<file path="src/rtl/seq_divider_pkg.sv">
// seq_divider_pkg
//   Shared types and constants for the sequential restoring divider.
//   Widths, iteration count, FSM state encoding and the fixed result
//   returned for a zero divisor.
package seq_divider_pkg;

   localparam int DIVIDEND_W = 16;
   localparam int DIVISOR_W  = 8;
   localparam int ITER       = 16;
   localparam int CNT_W      = 4;

   localparam logic [DIVIDEND_W-1:0] QUOT_DZ = 16'hFFFF;
   localparam logic [DIVISOR_W-1:0]  REM_DZ  = 8'h00;

   typedef enum logic [1:0] {
      IDLE = 2'd0,
      CALC = 2'd1,
      FIX  = 2'd2,
      DONE = 2'd3
   } state_e;

endpackage

</file>
<file path="src/rtl/seq_divider_if.sv">
// seq_divider_if
//   Operand/result handshake bundle for seq_divider.
//   master : producer of operands and consumer of results (upstream/testbench)
//   slave  : the divider itself
//   Signals: in_valid/in_ready/dividend/divisor[/signed_op] on the input side,
//            out_valid/out_ready/quotient/remainder/dz on the output side.
//   signed_op exists only when SEQ_DIVIDER_SIGNED_EN is defined.
interface seq_divider_if;
   import seq_divider_pkg::*;

   logic                  in_valid;
   logic                  in_ready;
   logic [DIVIDEND_W-1:0] dividend;
   logic [DIVISOR_W-1:0]  divisor;
`ifdef SEQ_DIVIDER_SIGNED_EN
   logic                  signed_op;
`endif
   logic                  out_valid;
   logic                  out_ready;
   logic [DIVIDEND_W-1:0] quotient;
   logic [DIVISOR_W-1:0]  remainder;
   logic                  dz;

   modport master (
`ifdef SEQ_DIVIDER_SIGNED_EN
      output signed_op,
`endif
      output in_valid, dividend, divisor, out_ready,
      input  in_ready, out_valid, quotient, remainder, dz
   );

   modport slave (
`ifdef SEQ_DIVIDER_SIGNED_EN
      input  signed_op,
`endif
      input  in_valid, dividend, divisor, out_ready,
      output in_ready, out_valid, quotient, remainder, dz
   );

endinterface

</file>
<file path="src/rtl/seq_divider_div_step.sv">
// div_step
//   One combinational restoring-division step.
//   Ports: r_in  - current partial remainder (always < divisor)
//          q_msb - next dividend bit shifted into the remainder
//          d     - divisor
//          r_out - partial remainder after the step
//          q_bit - quotient bit produced by the step
module div_step
   import seq_divider_pkg::*;
(
   input  logic [DIVISOR_W-1:0] r_in,
   input  logic                 q_msb,
   input  logic [DIVISOR_W-1:0] d,
   output logic [DIVISOR_W-1:0] r_out,
   output logic                 q_bit
);

   // Trial value needs one extra bit; the result always fits back in
   // DIVISOR_W bits because T < 2*D whenever the subtraction is taken.
   logic [DIVISOR_W:0] t;

   always_comb begin
      t     = {r_in, q_msb};
      r_out = t[DIVISOR_W-1:0];
      q_bit = 1'b0;
      if (t >= {1'b0, d}) begin
         r_out = DIVISOR_W'(t - {1'b0, d});
         q_bit = 1'b1;
      end
   end

endmodule

</file>
<file path="src/rtl/seq_divider.sv">
// seq_divider
//   Iterative restoring divider: DIVIDEND_W / DIVISOR_W -> quotient, remainder.
//   One quotient bit per clock, no overlap between operations.
//   Ports: clk  - rising-edge clock
//          rst  - synchronous active-high reset
//          bus  - seq_divider_if.slave (operand and result handshakes)
//   Build option: SEQ_DIVIDER_SIGNED_EN adds signed_op and the FIX state
//   for two's-complement operation.
//
//   state | meaning
//   IDLE  | in_ready=1, waiting for operands
//   CALC  | one restoring step per cycle, ITER cycles
//   FIX   | apply result signs (signed build, signed_op=1 only)
//   DONE  | out_valid=1, result held until out_ready
module seq_divider (
   input  logic         clk,
   input  logic         rst,
   seq_divider_if.slave bus
);
   import seq_divider_pkg::*;

   state_e                state_q, state_d;
   logic [DIVISOR_W-1:0]  r_q, r_d;
   logic [DIVIDEND_W-1:0] q_q, q_d;
   logic [DIVISOR_W-1:0]  d_q, d_d;
   logic [CNT_W-1:0]      cnt_q, cnt_d;
   logic                  dz_q, dz_d;
   logic [DIVIDEND_W-1:0] quotient_q, quotient_d;
   logic [DIVISOR_W-1:0]  remainder_q, remainder_d;

   logic [DIVIDEND_W-1:0] dvd_mag;
   logic [DIVISOR_W-1:0]  dvs_mag;
   logic [DIVISOR_W-1:0]  r_next;
   logic                  q_bit;
   logic [DIVIDEND_W-1:0] q_next;
   logic                  last_step;

`ifdef SEQ_DIVIDER_SIGNED_EN
   logic sgn_q, sgn_d;
   logic neg_quo_q, neg_quo_d;
   logic neg_rem_q, neg_rem_d;
   logic dvd_neg, dvs_neg;

   assign dvd_neg = bus.signed_op & bus.dividend[DIVIDEND_W-1];
   assign dvs_neg = bus.signed_op & bus.divisor[DIVISOR_W-1];
   // -32768 and -128 have magnitudes that still fit as unsigned values.
   assign dvd_mag = dvd_neg ? -bus.dividend : bus.dividend;
   assign dvs_mag = dvs_neg ? -bus.divisor  : bus.divisor;
`else
   assign dvd_mag = bus.dividend;
   assign dvs_mag = bus.divisor;
`endif

   div_step u_div_step (
      .r_in  (r_q),
      .q_msb (q_q[DIVIDEND_W-1]),
      .d     (d_q),
      .r_out (r_next),
      .q_bit (q_bit)
   );

   assign q_next    = {q_q[DIVIDEND_W-2:0], q_bit};
   assign last_step = (cnt_q == CNT_W'(ITER - 1));

   always_comb begin
      state_d     = state_q;
      r_d         = r_q;
      q_d         = q_q;
      d_d         = d_q;
      cnt_d       = cnt_q;
      dz_d        = dz_q;
      quotient_d  = quotient_q;
      remainder_d = remainder_q;
`ifdef SEQ_DIVIDER_SIGNED_EN
      sgn_d       = sgn_q;
      neg_quo_d   = neg_quo_q;
      neg_rem_d   = neg_rem_q;
`endif

      case (state_q)
         IDLE: begin
            if (bus.in_valid) begin
               state_d = CALC;
               r_d     = '0;
               q_d     = dvd_mag;
               d_d     = dvs_mag;
               cnt_d   = '0;
               dz_d    = (bus.divisor == '0);
`ifdef SEQ_DIVIDER_SIGNED_EN
               sgn_d     = bus.signed_op;
               neg_quo_d = dvd_neg ^ dvs_neg;
               neg_rem_d = dvd_neg;
`endif
            end
         end

         CALC: begin
            r_d   = r_next;
            q_d   = q_next;
            cnt_d = cnt_q + CNT_W'(1);
            if (last_step) begin
               state_d     = DONE;
               quotient_d  = dz_q ? QUOT_DZ : q_next;
               remainder_d = dz_q ? REM_DZ  : r_next;
`ifdef SEQ_DIVIDER_SIGNED_EN
               if (sgn_q) begin
                  state_d     = FIX;
                  quotient_d  = quotient_q;
                  remainder_d = remainder_q;
               end
`endif
            end
         end

         FIX: begin
`ifdef SEQ_DIVIDER_SIGNED_EN
            state_d     = DONE;
            quotient_d  = dz_q ? QUOT_DZ : (neg_quo_q ? -q_q : q_q);
            remainder_d = dz_q ? REM_DZ  : (neg_rem_q ? -r_q : r_q);
`else
            state_d = IDLE;
`endif
         end

         DONE: begin
            if (bus.out_ready) begin
               state_d = IDLE;
            end
         end

         default: state_d = IDLE;
      endcase
   end

   always_ff @(posedge clk) begin
      if (rst) begin
         state_q     <= IDLE;
         r_q         <= '0;
         q_q         <= '0;
         d_q         <= '0;
         cnt_q       <= '0;
         dz_q        <= 1'b0;
         quotient_q  <= '0;
         remainder_q <= '0;
`ifdef SEQ_DIVIDER_SIGNED_EN
         sgn_q       <= 1'b0;
         neg_quo_q   <= 1'b0;
         neg_rem_q   <= 1'b0;
`endif
      end else begin
         state_q     <= state_d;
         r_q         <= r_d;
         q_q         <= q_d;
         d_q         <= d_d;
         cnt_q       <= cnt_d;
         dz_q        <= dz_d;
         quotient_q  <= quotient_d;
         remainder_q <= remainder_d;
`ifdef SEQ_DIVIDER_SIGNED_EN
         sgn_q       <= sgn_d;
         neg_quo_q   <= neg_quo_d;
         neg_rem_q   <= neg_rem_d;
`endif
      end
   end

   assign bus.in_ready  = (state_q == IDLE);
   assign bus.out_valid = (state_q == DONE);
   assign bus.quotient  = quotient_q;
   assign bus.remainder = remainder_q;
   assign bus.dz        = dz_q;

endmodule
</file>
<file path="src/flat_wrapper.sv">
// flat-port wrapper written by rule: the top's interface ports become plain ports
module seq_divider_flat import seq_divider_pkg::*;
  (clk, rst, bus_in_valid, bus_dividend, bus_divisor, bus_out_ready, bus_in_ready, bus_out_valid, bus_quotient, bus_remainder, bus_dz);
  seq_divider_if bus_i ();
  input  logic clk;
  input  logic rst;
  input wire logic [$bits(bus_i.in_valid)-1:0] bus_in_valid;
  input wire logic [$bits(bus_i.dividend)-1:0] bus_dividend;
  input wire logic [$bits(bus_i.divisor)-1:0] bus_divisor;
  input wire logic [$bits(bus_i.out_ready)-1:0] bus_out_ready;
  output wire logic [$bits(bus_i.in_ready)-1:0] bus_in_ready;
  output wire logic [$bits(bus_i.out_valid)-1:0] bus_out_valid;
  output wire logic [$bits(bus_i.quotient)-1:0] bus_quotient;
  output wire logic [$bits(bus_i.remainder)-1:0] bus_remainder;
  output wire logic [$bits(bus_i.dz)-1:0] bus_dz;
  assign bus_i.in_valid = bus_in_valid;
  assign bus_i.dividend = bus_dividend;
  assign bus_i.divisor = bus_divisor;
  assign bus_i.out_ready = bus_out_ready;
  assign bus_in_ready = bus_i.in_ready;
  assign bus_out_valid = bus_i.out_valid;
  assign bus_quotient = bus_i.quotient;
  assign bus_remainder = bus_i.remainder;
  assign bus_dz = bus_i.dz;
  seq_divider u_core (.clk(clk), .rst(rst), .bus(bus_i));
endmodule
</file>
<file path="config.mk">
export PLATFORM = sky130hd
export DESIGN_NAME = seq_divider_flat
export DESIGN_NICKNAME = d
export VERILOG_FILES = /design/src/rtl/seq_divider_pkg.sv /design/src/rtl/seq_divider_if.sv /design/src/rtl/seq_divider_div_step.sv /design/src/rtl/seq_divider.sv /design/src/flat_wrapper.sv
export SDC_FILE = /design/constraint.sdc
export NUM_CORES = 1
export LEC_CHECK = 0
export CAP_MARGIN = 20
export CORE_ASPECT_RATIO = 1.5
export CORE_UTILIZATION = 40
export CTS_BUF_LIST = sky130_fd_sc_hd__clkbuf_8 sky130_fd_sc_hd__clkbuf_16
export CTS_CLUSTER_DIAMETER = 30
export CTS_CLUSTER_SIZE = 12
export DETAILED_ROUTE_END_ITERATION = 7
export PLACE_DENSITY = 0.68
export SETUP_SLACK_MARGIN = 0.1
export SKIP_LAST_GASP = 1
export SLEW_MARGIN = 15
export SYNTH_ARGS = -nofsm -noshare
export SYNTH_HDL_FRONTEND = slang
export SYNTH_SLANG_ARGS = --single-unit
</file>
<file path="constraint.sdc">
create_clock -name clk -period 3.13 [get_ports clk]
set_input_delay 0.4695 -clock clk [delete_from_list [all_inputs] [get_ports clk]]
set_output_delay 0.4695 -clock clk [all_outputs]
set_load 0.1 [all_outputs]
</file>
==> impl_metrics.env, run 1 <==
export IMPL_status="completed"
export IMPL_remaining_drc_errors=0
export IMPL_cts_hold_buf=0
export IMPL_initial_core_util=0.4203
export IMPL_drt_total_wl_um=7784
export IMPL_synth_cell_type_count=47
export IMPL_rr_startpoint="u_core.d_q[4]$_SDFFE_PP0P_"
export IMPL_critPathRequiredTime_ns=3.37
export IMPL_worst_slew_pin_slew_ns=0.9496
export IMPL_antennaDiodeCount=0
export IMPL_syn_avg_cell_area_um2=7.983
export IMPL_tns_ns=0
export IMPL_p_total_mw=2.905
export IMPL_gp_congestion=0.8539
export IMPL_antenna_found_initial=0
export IMPL_syn_nets=406
export IMPL_ys_top_cells_by_area="dfxtp_1 (43%), nand2_1 (8.4%), nor3_1 (6.3%)"
export IMPL_vias=2875
export IMPL_stdcell_count=518
export IMPL_synth_xor_area_frac=0.008944
export IMPL_clkSlewWorstSetupHoldPaths_ns=0.07
export IMPL_finalSetupViolCount=0
export IMPL_dp_hpwl_um=5619
export IMPL_post_cts_setup_buffer_count=0
export IMPL_post_route_min_period_ns=2.337
export IMPL_port_buffers=54
export IMPL_grt_pass1_vias=2642
export IMPL_synthToLayoutAreaGrowth_pct=24.49
export IMPL_cts_sinks=63
export IMPL_syn_cell_area_um2=2938
export IMPL_place_inst=503
export IMPL_cts_max_level=3
export IMPL_synthesis_instances=368
export IMPL_cts_root_buffer="clkbuf_8"
export IMPL_clockBufferDepth=2
export IMPL_synth_compound_area_frac=0.2053
export IMPL_fillCellCount=694
export IMPL_dieWidth_um=71.98
export IMPL_core_region_area_um2=6990
export IMPL_setup_worst_path_class="reg2reg"
export IMPL_synthMuxAreaShare=0
export IMPL_p_per_area_nw_per_um2=794.4
export IMPL_synthAdderAreaFrac=0.04514
export IMPL_ant_nets=0
export IMPL_synthArstFlopShare=0
export IMPL_post_cts_resized=0
export IMPL_power_leakage_nw=1.454
export IMPL_hold_depth=2
export IMPL_synth_top_family_by_area="simple AND/OR/NAND/NOR gates"
export IMPL_fin_crit_sh=0.7468
export IMPL_fin_skew_ns=0.008493
export IMPL_overflow=0
export IMPL_synth_area_leader_cell="dfxtp_1"
export IMPL_reg2reg_to="u_core.r_q[2]$_SDFFE_PP0P_"
export IMPL_synth_warnings=0
export IMPL_routed_via_density=5.550
export IMPL_max_freq_mhz=427.8
export IMPL_synth_top_cell_area_share=0.4293
export IMPL_max_cap_violations=0
export IMPL_start_kind="flip-flop"
export IMPL_crit_arrival_ns=2.58
export IMPL_min_from="u_core.d_q[5]$_SDFFE_PP0P_"
export IMPL_drv_slew=0
export IMPL_slew_headroom=0.3670
export IMPL_drive_gt1_frac=0.1259
export IMPL_min_to="u_core.d_q[5]$_SDFFE_PP0P_"
export IMPL_cts_tree="built"
export IMPL_die_area_um2=7698
export IMPL_ios=55
export IMPL_grt_max_degree=56
export IMPL_hp_class="reg2reg"
export IMPL_synth_simple_area_share=0.2632
export IMPL_routedWlPerCell_um=15.03
export IMPL_grt_first_pass_wirelength_um=12830
export IMPL_fin_nets=455
export IMPL_yosysSeqAreaShare=0.4293
export IMPL_drt_pre_antenna_iters=4
export IMPL_hold_violations=0
export IMPL_path_max_fanout=11
export IMPL_synth_edf_count=0
export IMPL_grtUsageTotal=0.2162
export IMPL_ir_worst_vdd_uv=415.9
export IMPL_worstSetupEndpointType="flip-flop"
export IMPL_ys_ff_latch=63
export IMPL_rsz0062_at_grt="no"
export IMPL_drt_iter0_markers=168
export IMPL_rrSetupSlack_ns=0.79
export IMPL_num_rows=37
export IMPL_rr_worst_depth=7
export IMPL_synth_ff_type="dfxtp_1"
export IMPL_fp_dieH_um=107.0
export IMPL_numCtsBuffers=9
export IMPL_clk_insertion_delay_late_ns=0.34
==> layout make-up <==
class	instances	area [um2]	area share
clock buffers	10	137.6	0.03763
clock inverters	5	26.28	0.007184
flip-flops and latches	63	1261	0.3449
multi-input cells	270	1538	0.4205
well taps	97	121.4	0.03318
inverters	10	37.54	0.01026
repair buffers	63	535.5	0.1464
==> layout by cell type, fill, tap and decap left out, types with 5 or more instances in the layout <==
| cell type | synthesis | final |
|---|---|---|
| clkbuf_8 | 0 | 10 |
| nand3_1 | 5 | 5 |
| nor2_1 | 46 | 45 |
| a21oi_1 | 20 | 20 |
| buf_4 | 1 | 36 |
| inv_1 | 10 | 11 |
| ha_1 | 9 | 9 |
| nand2_1 | 66 | 66 |
| dfxtp_1 | 63 | 63 |
| a211oi_1 | 7 | 7 |
| clkdlybuf4s50_1 | 0 | 26 |
| nand4_1 | 6 | 6 |
| nor3_1 | 37 | 37 |
| a311oi_1 | 16 | 16 |
| o31ai_1 | 5 | 5 |
==> through the flow <==
stage                     hold WS, ns  utilization  worst slack [ns]  cell area (um2)
final                          0.4567       0.5232            0.7925             3657
after global routing           0.4727       0.5232            0.6761             3657
after CTS                      0.4587       0.5232            0.8056             3657
after detailed placement       0.4492       0.4997            0.8076             3493
after global placement         0.4424       0.4997            0.8827             3493
after floorplan                0.4363            -            0.6979             2938
==> sequential cells by signal, summed over array words and instances (netlist names) <==
signal and flops:
u_core.q_q 16, u_core.r_q 8, u_core.cnt_q 4, u_core.bus.quotient 16, u_core.bus.dz 1, u_core.bus.remainder 8
u_core.d_q 8, u_core.state_q 2
==> worst max-delay path, cell delays in order (launching register included) <==
cell and delay, ns:
dfxtp_1 0.33, inv_1 0.05, ha_1 0.36, a21o_1 0.22, a31o_1 0.21, o221a_1 0.38, or3_1 0.43, a32o_1 0.26
==> metal layers <==
layer / part of all wire / track usage
met1: 0.41 / 0.2399
met2: 0.53 / 0.3881
met3: 0.043 / 0.04699
met4: 0.022 / 0.09524
met5: 0 / 0
==> cells by family after synthesis <==
group,count (synthesis)
flops,63
buf+inv,35
xor+xnor,3
simple gates,176
fa+ha+maj,10
compound gates,81
==> power breakdown <==
group	internal [mW]	switching, mW	total [mW]
registers	0.877	0.0858	0.963
clock network	0.297	0.307	0.603
logic	0.504	0.835	1.34
==> synthesized netlist by cell type (all sizes together), types with 3 or more instances <==
| cell type | n |
|---|---|
| a211oi | 7 |
| a21oi | 20 |
| a311oi | 16 |
| a32o | 4 |
| buf | 9 |
| clkbuf | 16 |
| dfxtp | 63 |
| ha | 9 |
| inv | 10 |
| nand2 | 66 |
| nand2b | 4 |
| nand3 | 5 |
| nand4 | 6 |
| nor2 | 46 |
| nor3 | 37 |
| o211ai | 4 |
| o21ai | 4 |
| o31ai | 5 |
| or3 | 3 |
==> how the worst max path moves through the flow <==
stage                                        start                                    to  slack, ns  cells after the start
floorplan           u_core.state_q[0]$_SDFFE_PP0P_            u_core.bus.dz$_SDFFE_PP0P_       0.70                      4
global placement        u_core.d_q[4]$_SDFFE_PP0P_  u_core.bus.remainder[2]$_SDFFE_PP0P_       0.88                      7
detailed placement      u_core.d_q[4]$_SDFFE_PP0P_            u_core.r_q[2]$_SDFFE_PP0P_       0.81                      7
CTS                     u_core.d_q[4]$_SDFFE_PP0P_            u_core.r_q[2]$_SDFFE_PP0P_       0.81                      7
global route            u_core.d_q[4]$_SDFFE_PP0P_            u_core.r_q[2]$_SDFFE_PP0P_       0.68                      7
finish                  u_core.d_q[4]$_SDFFE_PP0P_            u_core.r_q[2]$_SDFFE_PP0P_       0.79                      7
(Power assumes the default switching activity.)
==> run 2, diff against run 1 <==
Clock period 3.13 ns to 2.4 ns, I/O delays scaled along.
==> impl_metrics.env, run 2 (same netlist as run 1, synthesis figures left out) <==
export IMPL_final_common_cell="nand2_1"
export IMPL_cellInternalPower_mw=2.609
export IMPL_finalSetupViolCount=0
export IMPL_p_per_area_nw_per_um2=1122
export IMPL_drt_total_wl_um=7603
export IMPL_worst_slew_pin_slew_ns=0.6206
export IMPL_dp_hpwl_um=5671
export IMPL_power_frac_comb=0.440
export IMPL_power_frac_seq=0.295
export IMPL_synthToLayoutAreaGrowth_pct=28.92
export IMPL_tns_ns=0
export IMPL_grtUsageTotal=0.2166
export IMPL_num_rows=37
export IMPL_crit_arrival_ns=2.41
export IMPL_overflow=0
export IMPL_drv_slew=0
export IMPL_place_inst=507
export IMPL_routedWlPerCell_um=14.54
export IMPL_rsz0062_at_grt="no"
export IMPL_hold_violations=0
export IMPL_cts_root_buffer="clkbuf_8"
export IMPL_ir_worst_vdd_uv=597.7
export IMPL_start_kind="flip-flop"
export IMPL_grt_first_pass_wirelength_um=12860
export IMPL_cts_max_level=3
export IMPL_p_switching_mw=1.639
export IMPL_path_max_fanout=8
export IMPL_critPathRequiredTime_ns=2.65
export IMPL_setup_worst_path_class="reg2reg"
export IMPL_cts_hold_buf=0
export IMPL_ios=55
export IMPL_grt_max_degree=34
export IMPL_clkSlewWorstSetupHoldPaths_ns=0.07
export IMPL_power_leakage_nw=1.503
export IMPL_clockBufferDepth=2
export IMPL_worstSetupEndpointType="flip-flop"
export IMPL_clk_insertion_delay_late_ns=0.34
export IMPL_power_share_switching=0.3859
export IMPL_fin_util=0.5418
export IMPL_remaining_drc_errors=0
export IMPL_grt_pass1_vias=2790
export IMPL_max_freq_mhz=463.1
export IMPL_p_total_mw=4.248
export IMPL_numCtsBuffers=9
export IMPL_cts_tree="built"
export IMPL_drt_iter0_markers=172
export IMPL_pwr_share_clk=0.265
export IMPL_dieWidth_um=71.98
export IMPL_routed_via_density=5.457
export IMPL_cts_sinks=63
export IMPL_fin_hold_ws_ns=0.4548
export IMPL_antenna_found_initial=0
export IMPL_fp_dieH_um=107.0
export IMPL_final_cell_mix="nand2_1 (66), dfxtp_1 (63), nor2_1 (44)"
export IMPL_slew_headroom=0.5831
export IMPL_port_buffers=54
export IMPL_die_area_um2=7698
export IMPL_max_cap_violations=0
export IMPL_stdcell_count=523
export IMPL_fin_skew_ns=0.01374
export IMPL_post_route_min_period_ns=2.159
export IMPL_antennaDiodeCount=0
export IMPL_vias=2854
export IMPL_hp_class="reg2reg"
export IMPL_status="completed"
export IMPL_ant_nets=0
export IMPL_gp_congestion=0.8390
export IMPL_drt_pre_antenna_iters=4
export IMPL_core_region_area_um2=6990
export IMPL_fillCellCount=688
export IMPL_rrSetupSlack_ns=0.24
export IMPL_fin_crit_sh=0.8998
export IMPL_initial_core_util=0.4203
export IMPL_drive_gt1_frac=0.1432
export IMPL_fin_nets=459
-- run 2: cell types whose count changed in the layout (fill, tap and decap cells not counted), sizes merged --
cell | before | now
bufinv | 0 | 3
clkinv | 3 | 1
clkbuf | 10 | 9
clkinvlp | 1 | 2
buf | 37 | 41
-- run 2: worst max-delay path, stage by stage (launching register included) --
cell      delay (ns)
dfxtp_1         0.41
ha_1            0.31
a21o_1          0.21
a31o_1          0.20
o221ai_1        0.39
buf_4           0.25
a21oi_1         0.09
o31ai_1         0.21
-- run 2: final cells by class --
| class | count | area (um2) | area share |
|---|---|---|---|
| clock inverters | 7 | 118.9 | 0.03138 |
| well taps | 97 | 121.4 | 0.03204 |
| flip-flops and latches | 63 | 1261 | 0.3330 |
| inverters | 10 | 37.54 | 0.009911 |
| clock buffers | 9 | 123.9 | 0.03271 |
| multi-input cells | 270 | 1559 | 0.4116 |
| repair buffers | 67 | 565.5 | 0.1493 |
-- run 2: through the flow --
step / setup slack, ns / area (um2)
5_1_grt: 0.1101 / 3787
2_1_floorplan: 0.3645 / 2940
6_report: 0.2406 / 3787
3_3_place_gp: 0.2449 / 3526
3_5_place_dp: 0.1570 / 3526
4_1_cts: 0.1582 / 3769
-- run 2: final timing paths --
path              depth (start not counted)                              endpoint                        from
setup / recovery                          7  u_core.bus.remainder[3]$_SDFFE_PP0P_  u_core.r_q[3]$_SDFFE_PP0P_
hold / removal                            2            u_core.d_q[5]$_SDFFE_PP0P_  u_core.d_q[5]$_SDFFE_PP0P_
hold reg to reg                           2            u_core.d_q[5]$_SDFFE_PP0P_  u_core.d_q[5]$_SDFFE_PP0P_
setup reg to reg                          7  u_core.bus.remainder[3]$_SDFFE_PP0P_  u_core.r_q[3]$_SDFFE_PP0P_
-- run 2: timing repair --
item	in CTS	in global routing
setup buffers	0	0
gates resized for setup	0	3
hold endpoints to repair	0	0
setup endpoints to repair	0	2
-- run 2: power by group through the flow --
stage,clock (mW),combinational (mW),sequential [mW]
final,1.13,1.87,1.25
after floorplan,0,1.32,1.23
after detailed placement,0,1.79,1.27
after global routing,1.20,2.04,1.26
after global placement,0,1.78,1.27
after CTS,1.14,1.79,1.25
-- run 2: routing by layer --
layer / part of all wire / GRT usage
met1: 0.42 / 0.2442
met2: 0.52 / 0.3976
met3: 0.038 / 0.04323
met4: 0.020 / 0.07423
met5: 0 / 0
==> run 3, diff against run 2 <==
Settings changed: SLEW_MARGIN 15 to 40.
==> results of run 3 <==
Final layout, timing and power as in run 2 (identical DEF).
